$ cat config.mk
export PLATFORM = sky130hd
export DESIGN_NAME = error_target_stack
export DESIGN_NICKNAME = d
export VERILOG_FILES = /design/src/rtl/err_pkg.sv /design/src/rtl/err_priority_enc.sv /design/src/rtl/error_target_stack.sv
export SDC_FILE = /design/constraint.sdc
export NUM_CORES = 1
export LEC_CHECK = 0
export BUFFER_PORTS_ARGS = -buffer_cell sky130_fd_sc_hd__buf_4
export CAP_MARGIN = 5
export CELL_PAD_IN_SITES_DETAIL_PLACEMENT = 1
export CELL_PAD_IN_SITES_GLOBAL_PLACEMENT = 2
export CORE_UTILIZATION = 37
export DETAILED_ROUTE_END_ITERATION = 12
export GPL_ROUTABILITY_DRIVEN = 0
export GPL_TIMING_DRIVEN = 0
export PLACE_DENSITY = 0.81
export SLEW_MARGIN = 15
export SYNTH_ARGS = -nofsm -noshare
export SYNTH_HDL_FRONTEND = slang
export SYNTH_HIERARCHICAL = 1
export SYNTH_SLANG_ARGS = --single-unit
$ cat constraint.sdc
create_clock -name clk -period 2.1 [get_ports clk]
set_input_delay 0.42 -clock clk [delete_from_list [all_inputs] [get_ports clk]]
set_output_delay 0.42 -clock clk [all_outputs]
set_load 0.01 [all_outputs]
$ cat src/rtl/err_pkg.sv
// rtl/err_pkg.sv - shared types and width helpers for the exception-capture unit
package err_pkg;

  // Control sequencing: wait for an error, present it, service it
  typedef enum logic [1:0] {
    IDLE = 2'd0,
    REQ  = 2'd1,
    SVC  = 2'd2
  } err_state_t;

  // Captured exception record at the default core widths (5-bit target, 32-bit PC)
  typedef struct packed {
    logic [4:0]  target;
    logic [31:0] pc;
    logic [1:0]  cause;
  } err_entry_t;

  // Cause code width: enough bits to name every source, never less than one
  function automatic int calc_cause_w(input int n_src);
    calc_cause_w = (n_src <= 2) ? 1 : $clog2(n_src);
  endfunction

  // Depth counter width: must represent 0..DEPTH inclusive
  function automatic int calc_cnt_w(input int depth);
    calc_cnt_w = $clog2(depth + 1);
  endfunction

endpackage

$ cat src/rtl/err_priority_enc.sv
// rtl/err_priority_enc.sv - lowest-index-wins priority encoder for error sources
module err_priority_enc #(
  parameter int N     = 4,
  parameter int IDX_W = 2
) (
  input  logic [N-1:0]     req,
  output logic             any,
  output logic [IDX_W-1:0] idx
);

  // Scan from the top down so the lowest asserted index is the last assignment
  always_comb begin
    any = |req;
    idx = '0;
    for (int i = N - 1; i >= 0; i--) begin
      if (req[i]) idx = IDX_W'(i);
    end
  end

endmodule

$ cat src/rtl/error_target_stack.sv
// rtl/error_target_stack.sv - prioritised exception capture with nested LIFO unwind (option: ERR_SRC_MASK_EN)
module error_target_stack
  import err_pkg::*;
#(
  parameter int  TGT_W   = 5,
  parameter int  PC_W    = 32,
  parameter int  N_SRC   = 4,
  parameter int  DEPTH   = 4,
  localparam int CAUSE_W = calc_cause_w(N_SRC),
  localparam int CNT_W   = calc_cnt_w(DEPTH)
) (
  input  logic                   clk,
  input  logic                   reset,
  input  logic [N_SRC-1:0]       err_valid,
`ifdef ERR_SRC_MASK_EN
  input  logic [N_SRC-1:0]       err_mask,
`endif
  input  logic [N_SRC*TGT_W-1:0] err_target,
  input  logic [PC_W-1:0]        err_pc,
  output logic                   exc_req,
  output logic [CAUSE_W-1:0]     exc_cause,
  input  logic                   exc_ack,
  input  logic                   eret,
  output logic [TGT_W-1:0]       target_o,
  output logic [PC_W-1:0]        epc_o,
  output logic [CNT_W-1:0]       depth_o,
  output logic                   overflow
);

  err_state_t          state;
  logic [TGT_W-1:0]    pend_target;
  logic [PC_W-1:0]     pend_pc;
  logic [CNT_W-1:0]    depth;
  logic [TGT_W-1:0]    stk_target [DEPTH];
  logic [PC_W-1:0]     stk_pc     [DEPTH];

  logic [N_SRC-1:0]    src_req;
  logic                src_any;
  logic [CAUSE_W-1:0]  src_idx;
  logic [TGT_W-1:0]    src_target;
  logic                pop;
  logic [CNT_W-1:0]    depth_pop;

`ifdef ERR_SRC_MASK_EN
  // Disabled sources are removed before arbitration so they can neither win nor overflow
  assign src_req = err_valid & err_mask;
`else
  assign src_req = err_valid;
`endif

  err_priority_enc #(
    .N     (N_SRC),
    .IDX_W (CAUSE_W)
  ) u_prio (
    .req (src_req),
    .any (src_any),
    .idx (src_idx)
  );

  assign src_target = err_target[int'(src_idx)*TGT_W +: TGT_W];

  // Returns only count while servicing; the nested-error full check uses the post-pop depth
  assign pop       = (state == SVC) && eret;
  assign depth_pop = depth - CNT_W'(pop);
  assign depth_o   = depth;

  // Top-of-stack view; an empty stack reads as zero
  always_comb begin
    target_o = '0;
    epc_o    = '0;
    for (int i = 0; i < DEPTH; i++) begin
      if (depth == CNT_W'(i + 1)) begin
        target_o = stk_target[i];
        epc_o    = stk_pc[i];
      end
    end
  end

  // Capture / request / service sequencing with the stack and sticky overflow
  always_ff @(posedge clk or negedge reset) begin
    if (!reset) begin
      state       <= IDLE;
      exc_req     <= 1'b0;
      exc_cause   <= '0;
      pend_target <= '0;
      pend_pc     <= '0;
      depth       <= '0;
      overflow    <= 1'b0;
      for (int i = 0; i < DEPTH; i++) begin
        stk_target[i] <= '0;
        stk_pc[i]     <= '0;
      end
    end else begin
      case (state)
        IDLE: begin
          if (src_any) begin
            pend_target <= src_target;
            pend_pc     <= err_pc;
            exc_cause   <= src_idx;
            exc_req     <= 1'b1;
            state       <= REQ;
          end
        end
        REQ: begin
          // Pending stays frozen here; new errors and returns are not looked at
          if (exc_ack) begin
            for (int i = 0; i < DEPTH; i++) begin
              if (depth == CNT_W'(i)) begin
                stk_target[i] <= pend_target;
                stk_pc[i]     <= pend_pc;
              end
            end
            depth   <= depth + CNT_W'(1);
            exc_req <= 1'b0;
            state   <= SVC;
          end
        end
        SVC: begin
          if (pop) depth <= depth_pop;
          if (src_any && (depth_pop < CNT_W'(DEPTH))) begin
            pend_target <= src_target;
            pend_pc     <= err_pc;
            exc_cause   <= src_idx;
            exc_req     <= 1'b1;
            state       <= REQ;
          end else begin
            if (src_any) overflow <= 1'b1;
            if (pop && (depth_pop == '0)) state <= IDLE;
          end
        end
        default: state <= IDLE;
      endcase
    end
  end

endmodule

==> out/qor.log <==
[status] result of the run finished, violations left
[status] violated checks negative setup slack
[setup_path] critical path start-end classification reg -> out
[placed_design] post-DP HPWL 15400 µm
[timing] final worst slack -568.7 ps
[min_path] Hold EP pend_pc[26]$_DFFE_PN0P_
[timing] fin crit period 2669 ps
[clock_network] Clock Root Buffer sky130_fd_sc_hd__clkbuf_16
[timing] Final period util 127.1%
[synth] Post-synth EDFFs 0
[setup_path] endpoint kind of the worst setup timing path output port
[drt] number of vias after detailed routing 6389
[synth] Commonest cells post-synth 194 x sky130_fd_sc_hd__dfrtp_1, 152 x sky130_fd_sc_hd__mux2_2, 41 x sky130_fd_sc_hd__inv_1
[timing] max frequency 374.7 MHz
[clock_network] clock latency reported for the late side of the worst-skew pair 440 ps
[timing] Worst Clk Skew 15.07 ps
[timing] number of setup violations in the final report 47
[synth] Yosys top cell by area sky130_fd_sc_hd__dfrtp_1
[global_route] total congestion overflow after global routing 0
[power_and_ir_drop] Static Leak 5.553 nW
[drt] initial detailed-routing violation count 296
[clock_network] TritonCTS buffer count 17
[timing] measured slew at the worst slew-check pin 812.0 ps
[floorplan] horizontal die dimension 159.6 µm
[floorplan] number of standard-cell rows in the floorplan 57
[global_route] GR Util All Layers 21.14%
[setup_path] start of the worst register-to-register path state[1]$_DFFE_PN0P_
[synth] Synth Register Bits 194
[floorplan] top-level port count 104
[synth] Post-synth ARST share 100.0%
[placed_design] placed standard-cell area 10530 µm²
[synth] unique cell type count in the Yosys netlist 41
[timing] Slew headroom 45.45%
[clock_network] CTS H-Tree Depth 4
[run] number of violations of the max-capacitance limit 0
[min_path] worst hold path class in -> reg
[placed_design] Post-Place Worst Slack -607.5 ps
[setup_path] launching element type of the critical path flip-flop
[synth] Syn Nets 742
[floorplan] area of the core region 24320 µm²
[global_route] maximum number of pins on one net before global-route repair 83
[layout] net total in the final layout 898
[timing] setup repair after global routing missed its margin true
[drt] antenna-violating nets left 0
[synth] yosys warns 6
[setup_path] crit-path max FO 10
[synth] most used standard cell by instance count after synthesis sky130_fd_sc_hd__dfrtp_1
[synth] Post-Syn Area per Cell 13.62 µm²
[timing] number of endpoints with negative hold slack in the final report 0
[clock_network] clock tree from TritonCTS yes
[placed_design] buffers added on ports 103
[layout] Area growth, synth to finish 35.27%
[min_path] origin of the worst min-delay path err_pc[26]
[clock_network] CTS clock-pin slew for the worst setup and hold paths 70 ps
[floorplan] initial core utilization 37.81%
[min_path] number of stages on the worst hold path 2
[clock_network] number of buffers between clock root and the deepest sink 2
[power_and_ir_drop] worst-case vdd ir drop 0.0006870 V
[setup_path] required time of the critical path 1680 ps
[drt] Detailed Route WL 26280 µm
[floorplan] die boundary height 159.6 µm
[clock_network] Num Clock Sinks 194
[layout] post-route design area 12440 µm²
[power_and_ir_drop] power density over the cells 1723 nW/µm²
[timing] count of final max-slew check failures 0
[drt] remaining routing DRC violations 0
[global_route] global-route wire length before repair 41260 µm
[setup_path] register-to-register path setup slack -50 ps
[synth] number of standard cells after synthesis 675
[global_route] initial antenna violation count 0
[setup_path] data arrival time of the worst path 2250 ps
[floorplan] Die ar. 25490 µm²
[synth] largest cells by area after synthesis sky130_fd_sc_hd__dfrtp_1 53%, sky130_fd_sc_hd__mux2_2 19%, sky130_fd_sc_hd__mux2_4 4.9%, sky130_fd_sc_hd__a221o_1 3.8%, sky130_fd_sc_hd__a221oi_1 3.5%
[setup_path] timing startpoint of the critical path depth_o[0]$_DFFE_PN0P_
[synth] post-synthesis instance area 9195 µm²
[setup_path] endpoint of the worst register-to-register path pend_pc[14]$_DFFE_PN0P_
[synth] share of synthesized area occupied by flip-flops and latches 52.80%
[synth] Synth top area share 52.80%
[layout] antenna diode instance count 0
[drt] DRT Pass-1 Iters 4
[drt] post-DR vias/cell 5.479
[synth] predominant post-synthesis flop cell sky130_fd_sc_hd__dfrtp_1
[layout] layout cells sized above 1 57.84%
[drt] wire length per cell after detailed routing 22.54 µm
[global_route] number of global-route vias before repair 7137
[setup_path] logic depth of the worst register-to-register path 9
-- layout make-up --
class / instances / area (µm²)
Buffer: 47 / 668.1
Clock buffer: 22 / 464.2
Clock inverter: 8 / 81.33
Fill cell: 2388 / 11880
Inverter: 41 / 168.9
Multi-Input combinational cell: 387 / 4414
Sequential cell: 194 / 4860
Tap cell: 324 / 405.4
Timing Repair Buffer: 143 / 1376
-- registers in the layout (all words and copies together) (netlist names) --
signal / cells
exc_req: 1
state: 2
depth_o: 3
exc_cause: 2
pend_target: 5
pend_pc: 32
stk_target: 20
stk_pc: 128
overflow: 1
-- per-layer routing --
metal	track usage [%]	vias to the layer above	wire length (µm)	part of all wire, %
met4	6.862	0	418	1.6
met1	27.70	3389	11780	45
li1	-	2829	-	-
met3	3.766	33	769	2.9
met2	35.43	138	13310	51
met5	0	-	0	0
-- kinds of logic after synthesis --
kind of cell	after synthesis	synth area share [%]
flops	194	52.80
mux	192	25.35
compound gates	127	10.80
buf+inv	94	5.144
simple gates	60	4.858
fa+ha+maj	7	0.9525
xor+xnor	1	0.09527
-- power breakdown --
group | internal, mW | switching [mW]
sequential | 5.61 | 1.56
clock | 1.69 | 1.42
combinational | 6.37 | 4.78
-- layout by cell type (no fill, tap or decap), types with 4 or more instances in the layout --
cell,n
sky130_fd_sc_hd__a21oi_1,18
sky130_fd_sc_hd__nand2b_1,4
sky130_fd_sc_hd__dfrtp_1,190
sky130_fd_sc_hd__clkbuf_16,25
sky130_fd_sc_hd__mux2_2,128
sky130_fd_sc_hd__clkbuf_2,4
sky130_fd_sc_hd__a21oi_4,5
sky130_fd_sc_hd__buf_4,106
sky130_fd_sc_hd__nand3b_1,36
sky130_fd_sc_hd__a221oi_2,33
sky130_fd_sc_hd__mux4_2,5
sky130_fd_sc_hd__clkinvlp_4,5
sky130_fd_sc_hd__buf_6,35
sky130_fd_sc_hd__a21oi_2,14
sky130_fd_sc_hd__dfrtp_2,4
sky130_fd_sc_hd__o21ai_0,4
sky130_fd_sc_hd__a221oi_1,4
sky130_fd_sc_hd__nand2_4,4
sky130_fd_sc_hd__inv_1,38
sky130_fd_sc_hd__ha_4,5
sky130_fd_sc_hd__clkbuf_8,12
sky130_fd_sc_hd__buf_8,6
sky130_fd_sc_hd__buf_16,5
sky130_fd_sc_hd__mux2_4,59
sky130_fd_sc_hd__a221o_1,35
sky130_fd_sc_hd__buf_12,12
-- worst max path at each step --
stage / slack, ps / end
floorplan: -20 / pend_pc[10]$_DFFE_PN0P_
global placement: -950 / depth_o[0]$_DFFE_PN0P_
detailed placement: -610 / target_o[4]
CTS: -580 / epc_o[28]
global route: -660 / target_o[3]
finish: -570 / epc_o[24]
-- critical path, cell delays in order, from the launching register on --
cell                       delay, ps
sky130_fd_sc_hd__dfrtp_2         450
sky130_fd_sc_hd__inv_4            70
sky130_fd_sc_hd__ha_2            210
sky130_fd_sc_hd__buf_6           150
sky130_fd_sc_hd__clkbuf_8        170
sky130_fd_sc_hd__nand3b_1        190
sky130_fd_sc_hd__a221oi_2        250
sky130_fd_sc_hd__a221o_1         190
sky130_fd_sc_hd__buf_6           120
-- per-stage QoR --
stage / hold slack, ps / util, % / total power, mW / std cells / setup TNS, ps
floorplan: 124.4 / - / 12.11 / 675 / -764.7
global placement: 471.9 / 43.03 / 14.91 / 1102 / -175490
detailed placement: 387.7 / 43.28 / 15.19 / 1104 / -30880
CTS: 191.5 / 50.69 / 21.14 / 1166 / -22140
global route: 195.9 / 51.14 / 22.58 / 1166 / -23640
finish: 210.5 / 51.14 / 21.43 / 1166 / -19980
-- repair_timing --
item	4_1_cts	5_1_grt
hold buffers	1	0
pin swaps	26	12
gates cloned	10	1
setup buffers	22	7
hold endpoints to repair	55	0
endpoints found under the setup margin	77	77
resized for setup	183	43
Note: power is estimated with default switching activity, not from simulation.
